==> src/rtl/toaplan2_cen_sched.sv <==
// NCH-channel n/m fractional clock-enable scheduler on CLK96 with glitch-free reconfig and pause.
// Optional per-channel CEN pulse counters are built when TOAPLAN2_CEN_COUNT_EN is defined.
module toaplan2_cen_sched #(
   parameter int unsigned        NCH     = 4,
   parameter int unsigned        W       = 10,
   parameter logic [NCH*2*W-1:0] RST_CFG = '0
) (
   input  logic                   CLK96,
   input  logic                   RESET,
   input  logic                   CFG_WE,
   input  logic [$clog2(NCH)-1:0] CFG_CH,
   input  logic [W-1:0]           CFG_N,
   input  logic [W-1:0]           CFG_M,
   input  logic                   PAUSE,
   input  logic [NCH-1:0]         PAUSE_MASK,
`ifdef TOAPLAN2_CEN_COUNT_EN
   input  logic [$clog2(NCH)-1:0] RD_CH,
   output logic [15:0]            RD_CNT,
`endif
   output logic [NCH-1:0]         CEN,
   output logic [NCH-1:0]         CENB,
   output logic [NCH-1:0]         PENDING,
   output logic [NCH-1:0]         CFG_ERR
);

   logic [W-1:0]   n_q   [NCH];
   logic [W-1:0]   n_d   [NCH];
   logic [W-1:0]   m_q   [NCH];
   logic [W-1:0]   m_d   [NCH];
   logic [W-1:0]   sn_q  [NCH];
   logic [W-1:0]   sn_d  [NCH];
   logic [W-1:0]   sm_q  [NCH];
   logic [W-1:0]   sm_d  [NCH];
   logic [W-1:0]   acc_q [NCH];
   logic [W-1:0]   acc_d [NCH];
   logic [W:0]     sum   [NCH];

   logic [NCH-1:0] pend_q, pend_d;
   logic [NCH-1:0] tog_q, tog_d;
   logic [NCH-1:0] cen_q, cen_d;
   logic [NCH-1:0] cenb_q, cenb_d;
   logic [NCH-1:0] valid, running, gated, pulse, apply, wr_hit;
   logic [31:0]    cfg_ch_ext;

   assign cfg_ch_ext = 32'(CFG_CH);

   always_comb begin
      for (int unsigned i = 0; i < NCH; i++) begin
         valid[i]   = (m_q[i] != '0) && (n_q[i] <= m_q[i]);
         running[i] = valid[i] && (n_q[i] != '0);
         gated[i]   = PAUSE & PAUSE_MASK[i];
         sum[i]     = {1'b0, acc_q[i]} + {1'b0, n_q[i]};
         pulse[i]   = running[i] && !gated[i] && (sum[i] >= {1'b0, m_q[i]});
         // Swap configs only where no partial period can be emitted
         apply[i]   = pend_q[i] && (pulse[i] || !running[i] || gated[i]);
         wr_hit[i]  = CFG_WE && (cfg_ch_ext == i) && (cfg_ch_ext < NCH);
      end
   end

   always_comb begin
      for (int unsigned i = 0; i < NCH; i++) begin
         n_d[i]    = n_q[i];
         m_d[i]    = m_q[i];
         sn_d[i]   = sn_q[i];
         sm_d[i]   = sm_q[i];
         acc_d[i]  = acc_q[i];
         pend_d[i] = pend_q[i];
         tog_d[i]  = tog_q[i];
         cen_d[i]  = pulse[i];
         cenb_d[i] = pulse[i] & tog_q[i];
         if (apply[i]) begin
            n_d[i]    = sn_q[i];
            m_d[i]    = sm_q[i];
            acc_d[i]  = '0;
            tog_d[i]  = 1'b0;
            pend_d[i] = 1'b0;
         end else if (running[i] && !gated[i]) begin
            acc_d[i] = pulse[i] ? W'(sum[i] - {1'b0, m_q[i]}) : W'(sum[i]);
            if (pulse[i]) begin
               tog_d[i] = ~tog_q[i];
            end
         end
         // A write landing on the apply cycle becomes the next shadow
         if (wr_hit[i]) begin
            sn_d[i]   = CFG_N;
            sm_d[i]   = CFG_M;
            pend_d[i] = 1'b1;
         end
      end
   end

   always_ff @(posedge CLK96) begin
      if (RESET) begin
         for (int unsigned i = 0; i < NCH; i++) begin
            n_q[i]   <= RST_CFG[i*2*W +: W];
            m_q[i]   <= RST_CFG[i*2*W+W +: W];
            sn_q[i]  <= '0;
            sm_q[i]  <= '0;
            acc_q[i] <= '0;
         end
         pend_q <= '0;
         tog_q  <= '0;
         cen_q  <= '0;
         cenb_q <= '0;
      end else begin
         n_q    <= n_d;
         m_q    <= m_d;
         sn_q   <= sn_d;
         sm_q   <= sm_d;
         acc_q  <= acc_d;
         pend_q <= pend_d;
         tog_q  <= tog_d;
         cen_q  <= cen_d;
         cenb_q <= cenb_d;
      end
   end

   assign CEN     = cen_q;
   assign CENB    = cenb_q;
   assign PENDING = pend_q;
   assign CFG_ERR = ~valid;

`ifdef TOAPLAN2_CEN_COUNT_EN
   logic [15:0]            cnt_q [NCH];
   logic [15:0]            cnt_d [NCH];
   logic [$clog2(NCH)-1:0] rd_ch_q;
   logic [15:0]            rd_cnt_q;
   logic [31:0]            rd_ch_ext;

   assign rd_ch_ext = 32'(RD_CH);

   always_comb begin
      for (int unsigned i = 0; i < NCH; i++) begin
         cnt_d[i] = cnt_q[i];
         if (pulse[i] && (cnt_q[i] != 16'hFFFF)) begin
            cnt_d[i] = cnt_q[i] + 16'd1;
         end
         if (apply[i] || ((RD_CH != rd_ch_q) && (rd_ch_ext == i))) begin
            cnt_d[i] = '0;
         end
      end
   end

   always_ff @(posedge CLK96) begin
      if (RESET) begin
         for (int unsigned i = 0; i < NCH; i++) begin
            cnt_q[i] <= '0;
         end
         rd_ch_q  <= '0;
         rd_cnt_q <= '0;
      end else begin
         cnt_q    <= cnt_d;
         rd_ch_q  <= RD_CH;
         rd_cnt_q <= (rd_ch_ext < NCH) ? cnt_d[RD_CH] : '0;
      end
   end

   assign RD_CNT = rd_cnt_q;
`endif

endmodule

==> config.mk <==
export PLATFORM = sky130hd
export DESIGN_NAME = toaplan2_cen_sched
export DESIGN_NICKNAME = d
export VERILOG_FILES = /design/src/rtl/toaplan2_cen_sched.sv
export SDC_FILE = /design/constraint.sdc
export NUM_CORES = 1
export LEC_CHECK = 0
export ABC_AREA = 1
export CORE_UTILIZATION = 50
export CTS_CLUSTER_SIZE = 16
export DETAILED_ROUTE_END_ITERATION = 10
export MAX_ROUTING_LAYER = met4
export PLACE_DENSITY = 0.67
export SLEW_MARGIN = 40
export SYNTH_ARGS = -nofsm -noshare
export SYNTH_HDL_FRONTEND = slang
export SYNTH_SLANG_ARGS = --single-unit
==> constraint.sdc <==
create_clock -name CLK96 -period 7.8 [get_ports CLK96]
set_input_delay 0.78 -clock CLK96 [delete_from_list [all_inputs] [get_ports CLK96]]
set_output_delay 0.78 -clock CLK96 [all_outputs]
set_load 0.005 [all_outputs]
==> impl_metrics.json, run 1 <==
{
  "avgViaCountPerCell": 5.11,
  "antenna_left": 0,
  "tightest_slew_ps": 797,
  "rows": 60,
  "arrival_ps": 4440,
  "numCtsBuffers": 25,
  "worstSetupPathType": "reg2reg",
  "ys_seq_area_share_pct": 31.2,
  "ys.warnings.count": 0,
  "ir_drop_v": 0.000171,
  "nets": 2210,
  "ctsResizeCount": 0,
  "worstHoldPathType": "reg2reg",
  "worstSkewPairLatency_ps": 520,
  "place_congestion": 0.937,
  "ios": 46,
  "dieArea_sq_um": 28400,
  "grt_start_max_net_pins": 88,
  "dr.first_iter.drc_count": 797,
  "rsz0062_at_grt": "no",
  "max_freq_mhz": 251,
  "path_max_fanout": 13,
  "antenna_found_initial": 1,
  "syn_area_sq_um": 13900,
  "total_power_mw": 3.83,
  "clock_path_buffers": 3,
  "drv_slew": 0,
  "p_leak_nw": 7.17,
  "max_stage_delay_ps": 430,
  "rrSetupSlack_ps": 3810,
  "tns_ps": 0,
  "synth_cells": 2045,
  "h-tree-depth": 1,
  "critPathBufInv": 2,
  "ys_ff_latch": 216,
  "track_usage_pct": 25.5,
  "clock_skew_ps": 11.7,
  "clk_pin_slew_ps": 60,
  "setup_viol_count_final": 0,
  "drt-total-wl_um": 34500,
  "layout_min_cycle_time_ps": 3990,
  "critPathSlowestCell": "fa_1",
  "worstPathRequired_ps": 8240,
  "cp_cell_sequence": "ha_1 > inv_1 > fa_1 > o31ai_1 > xor2_1 > inv_1 > ha_1 > nand2_1 > nand2_1 > a21oi_1 > nand2_2 > nand2_2 > nand2_1 > nand2_1 > nand2_2 > nor2_4 > o21ai_0 > nor2_1",
  "place_worst_setup_slack_ps": 3830,
  "syn_nets": 2203,
  "wire_per_inst_um": 14.2,
  "cts_num_sinks": 216,
  "die_h_um": 168,
  "core_area_sq_um": 27100,
  "ys_types": 41,
  "dieWidth_um": 168,
  "grt_pass1_wl_um": 57600,
  "layout-drive-gt1-share_pct": 5.47,
  "dp_hpwl_um": 26200,
  "area_delta_synth_final_pct": 9.91,
  "cts_tree": "built",
  "dr.pass1.iters": 5,
  "setup_slack_ps": 3810,
  "grt_pass1_vias": 11700,
  "finalCritPeriodShare_pct": 51.2,
  "holdBufCountCts": 0,
  "num_antenna_cells": 0,
  "start_kind": "flip-flop",
  "powerDensity_nw_per_um2": 251,
  "vias": 12500,
  "final_common_cell": "nand2_1",
  "layout_common_cells": "nand2_1 (433), inv_1 (289), nor2_1 (275), dfxtp_1 (214), nand3_1 (188)",
  "crit_top_cell": "nand2_1",
  "grt-ovfl-total": 0,
  "syn-mean-instance-area_sq_um": 6.78,
  "endpoint_kind": "flip-flop",
  "post_cts_buffers": 0,
  "cpLargestDelayFamily": "simple AND/OR/NAND/NOR gates",
  "initial_core_util_pct": 51.1,
  "hold_viol": 0,
  "slew_headroom_pct": 46.9,
  "outcome": "finished clean",
  "root_buffer": "clkbuf_16",
  "fill_cells": 2635,
  "io_buffers": 45,
  "drv_cap": 0,
  "drcViolationCount": 0
}
[state kept, by name, indices dropped and copies added, names as in the netlist]
name and flops:
sm_q 40, acc_q 40, CENB 4, n_q 40, sn_q 40, PENDING 4, m_q 40, CEN 4
tog_q 4
[routing by layer]
metal / track usage (%) / part of all wire [%]
met1: 33.1 / 47
met2: 42.1 / 46
met3: 2.60 / 4.2
met4: 7.83 / 3.2
met5: - / 0
[final timing paths]
| check | endpoint | cells after the start | from |
|---|---|---|---|
| worst max-delay path | acc_q[4] | 18 | n_q[0] |
| worst min-delay path | sm_q[7] | 2 | sm_q[7] |
| worst max register to register | acc_q[4] | 18 | n_q[0] |
| worst min register to register | sm_q[7] | 2 | sm_q[7] |
[cell usage after synthesis, drive strengths merged]
library cell / number / area, sq um
o21ai: 102 / 514
o21a: 1 / 7.51
nor3: 14 / 70.1
ha: 120 / 1500
nor3b: 1 / 7.51
inv: 292 / 1100
clkbuf: 32 / 120
dfxtp: 216 / 4320
nor4: 4 / 25.0
buf: 37 / 282
o21bai: 21 / 158
nand3: 192 / 983
a21o: 8 / 60.1
a21oi: 143 / 731
o31ai: 2 / 15.0
nor2: 308 / 1330
or3: 1 / 6.26
or2: 11 / 68.8
fa: 8 / 160
a31oi: 12 / 75.1
nand3b: 5 / 45.0
nand2: 448 / 1740
nand4: 17 / 106
xor2: 30 / 263
xnor2: 20 / 175
[worst min-delay path, delay by kind of cell, from the launching register on]
family	cells	cell delay [ps]
compound gates	1	50
buf+inv	1	60
flops	1	290
[logic make-up (layout without fill, tap and decap cells)]
| group | after synthesis | in the layout | share of synthesized area, % |
|---|---|---|---|
| adders and majority gates | 128 | 128 | 12.0 |
| DFF | 216 | 216 | 31.2 |
| and+or+nand+nor | 1001 | 1001 | 31.6 |
| xor gates and xnor gates | 50 | 50 | 3.16 |
| buffers and inverters | 361 | 383 | 10.8 |
| AOI/OAI and AO/OA | 289 | 289 | 11.3 |
[final cells by class]
cell class              instances  area (sq um)  area share, %
repair buffers                 49           480           3.16
well taps                     372           465           3.06
inverters                     292          1100           7.21
multi-input cells            1468          8040           52.8
clock buffers                  34           689           4.53
clock inverters                 8           126          0.830
flip-flops and latches        216          4330           28.4
[power by group]
| part | internal (mW) | switching (mW) |
|---|---|---|
| clock | 0.714 | 0.455 |
| combinational | 0.516 | 0.908 |
| sequential | 1.18 | 0.0543 |
[stage by stage]
step | hold WS [ps] | instances | util (%) | cell area, sq um
floorplan | 430 | 2045 | - | 13900
global placement | 440 | 2397 | 53.1 | 14400
detailed placement | 446 | 2397 | 53.2 | 14400
CTS | 454 | 2439 | 56.2 | 15200
global route | 462 | 2439 | 56.2 | 15200
finish | 451 | 2439 | 56.2 | 15200
Power figures use the tool's default switching activity.
==> run 2, diff against run 1 <==
--- a/config.mk
+++ b/config.mk
@@ -10,7 +10,7 @@
 export CTS_CLUSTER_SIZE = 16
 export DETAILED_ROUTE_END_ITERATION = 10
 export MAX_ROUTING_LAYER = met4
-export PLACE_DENSITY = 0.67
+export PLACE_DENSITY = 0.7
 export SLEW_MARGIN = 40
 export SYNTH_ARGS = -nofsm -noshare
 export SYNTH_HDL_FRONTEND = slang
==> constraint.sdc (replaced) <==
create_clock -name CLK96 -period 3.65 [get_ports CLK96]
set_input_delay 0.365 -clock CLK96 [delete_from_list [all_inputs] [get_ports CLK96]]
set_output_delay 0.365 -clock CLK96 [all_outputs]
set_load 0.005 [all_outputs]
==> run 2 against run 1 <==
Routed wire length is 5.3% higher. Non-clock buffer count up 38. Critical path depth rose by 3. Highest routed layer unchanged.
==> impl_metrics.json, run 2 (synthesis gave the netlist of run 1 again) <==
{
  "clk_pin_slew_ps": 60,
  "holdBufCountCts": 0,
  "clock_skew_ps": 14.0,
  "worstSkewPairLatency_ps": 530,
  "layout-drive-gt1-share_pct": 8.44,
  "grt_start_max_net_pins": 69,
  "place_congestion": 0.946,
  "layout_min_cycle_time_ps": 3420,
  "grt_pass1_vias": 12000,
  "setup_slack_ps": 228,
  "p_seq_share_pct": 31.5,
  "dp_hpwl_um": 27100,
  "numCtsBuffers": 25,
  "reg2regPathDepth": 21,
  "rrSetupSlack_ps": 230,
  "swShare_pct": 37.7,
  "switching_power_mw": 3.15,
  "powerDensity_nw_per_um2": 533,
  "slew_headroom_pct": 51.5,
  "wl_met3_um": 1450,
  "rows": 60,
  "io_buffers": 45,
  "wire_per_inst_um": 14.7,
  "p_leak_nw": 7.42,
  "grt_pass1_wl_um": 59600,
  "outcome": "finished clean",
  "layout_common_cells": "nand2_1 (433), inv_1 (289), nor2_1 (275), dfxtp_1 (211), nand3_1 (189)",
  "num_antenna_cells": 0,
  "cts_tree": "built",
  "ios": 46,
  "crit_end": "acc_q[5]",
  "initial_core_util_pct": 51.1,
  "nets": 2249,
  "path_max_fanout": 7,
  "worstSetupPathType": "reg2reg",
  "fill_cells": 2669,
  "max_freq_mhz": 292,
  "drv_cap": 0,
  "p_comb_share_pct": 38.5,
  "dieArea_sq_um": 28400,
  "hold_viol": 0,
  "endpoint_kind": "flip-flop",
  "dr_wl_met2_um": 16900,
  "vias": 12800,
  "r2r-end": "acc_q[5]",
  "dr.first_iter.drc_count": 816,
  "antenna_left": 0,
  "place_worst_setup_slack_ps": 35.2,
  "antenna_found_initial": 0,
  "dieWidth_um": 168,
  "wl_met1_um": 17000,
  "core_area_sq_um": 27100,
  "final_cells": 2481,
  "h-tree-depth": 1,
  "die_h_um": 168,
  "worstHoldPathType": "reg2reg",
  "arrival_ps": 3910,
  "avgViaCountPerCell": 5.16,
  "drv_slew": 0,
  "finalCritPeriodShare_pct": 93.8,
  "dr.pass1.iters": 7,
  "area_delta_synth_final_pct": 13.4,
  "ir_drop_v": 0.000519,
  "drt-total-wl_um": 36400,
  "highest_layer": "met4",
  "crit_path_start": "n_q[3]",
  "power.internal_mw": 5.22,
  "cts_num_sinks": 216,
  "reg2reg_from": "n_q[3]",
  "start_kind": "flip-flop",
  "root_buffer": "clkbuf_16",
  "track_usage_pct": 26.5,
  "drcViolationCount": 0,
  "tightest_slew_ps": 725,
  "clock_path_buffers": 3,
  "grt-ovfl-total": 0,
  "place_inst": 2433,
  "worstPathRequired_ps": 4130,
  "setup_viol_count_final": 0,
  "clockPowerShare_pct": 30.0,
  "final_common_cell": "nand2_1"
}
[run 2: power groups by stage]
stage | clock [mW] | sequential (mW) | combinational, mW
floorplan | 0 | 2.64 | 2.47
global placement | 0 | 2.69 | 3.11
CTS | 2.56 | 2.64 | 3.17
global route | 2.65 | 2.66 | 3.62
detailed placement | 0 | 2.69 | 3.15
finish | 2.51 | 2.64 | 3.22
[run 2: metrics by stage]
stage	power (mW)	area [sq um]	TNS, ps	util, %	hold slack [ps]
floorplan	5.12	13900	0	-	430
global placement	5.79	14700	0	54.4	438
detailed placement	5.84	14800	0	54.4	443
CTS	8.37	15600	0	57.5	452
global route	8.93	15700	-0.566	58.0	468
finish	8.38	15700	0	58.0	450
[run 2: area by class of cell]
type | instances | area, sq um | share of cell area [%]
clock buffers | 29 | 671 | 4.27
inverters | 292 | 1100 | 6.99
well taps | 372 | 465 | 2.96
clock inverters | 16 | 154 | 0.980
repair buffers | 87 | 841 | 5.35
multi-input cells | 1469 | 8150 | 51.9
flip-flops and latches | 216 | 4330 | 27.6
[run 2: what timing repair did]
| action | in CTS | in global routing |
|---|---|---|
| setup buffers | 0 | 2 |
| setup endpoints to repair | 0 | 102 |
| endpoints found under the hold margin | 0 | 0 |
| gates resized for setup | 0 | 23 |
[run 2: critical path, cell delays in order (launching register included)]
cell and delay (ps):
dfxtp_1 430, ha_1 330, a21oi_1 320, o21bai_1 130, a21oi_1 220, xor2_1 170
buf_4 140, ha_1 260, nand2_1 100, inv_1 40, a21oi_1 160, nand2_2 90
nand2_2 80, nand2_1 50, nand2_1 70, nand2_2 80, nor2_4 210, nor2_8 60
buf_4 150, nor2_4 160, nand2_1 70, inv_1 50
[run 2: how the worst min path moves through the flow]
stage,from,end,cells after the start
final,sm_q[24],sm_q[24],2
after global routing,sm_q[21],sm_q[21],2
after CTS,sm_q[24],sm_q[24],2
after detailed placement,sm_q[23],sm_q[23],2
after global placement,sm_q[22],sm_q[22],2
after floorplan,sm_q[0],sm_q[0],2
[run 2: metal layers]
metal / vias up / track usage (%)
li1: 6619 / -
met1: 5851 / 34.5
met2: 280 / 43.9
met3: 54 / 2.15
met4: 0 / 8.18
met5: - / -
==> run 3, diff against run 2 <==
--- a/config.mk
+++ b/config.mk
@@ -6,11 +6,13 @@
 export NUM_CORES = 1
 export LEC_CHECK = 0
 export ABC_AREA = 1
+export CAP_MARGIN = 20
 export CORE_UTILIZATION = 50
 export CTS_CLUSTER_SIZE = 16
 export DETAILED_ROUTE_END_ITERATION = 10
 export MAX_ROUTING_LAYER = met4
 export PLACE_DENSITY = 0.7
+export SKIP_LAST_GASP = 1
 export SLEW_MARGIN = 40
 export SYNTH_ARGS = -nofsm -noshare
 export SYNTH_HDL_FRONTEND = slang
==> results of run 3 <==
The final DEF is identical to that of run 2; final timing and power are the same.
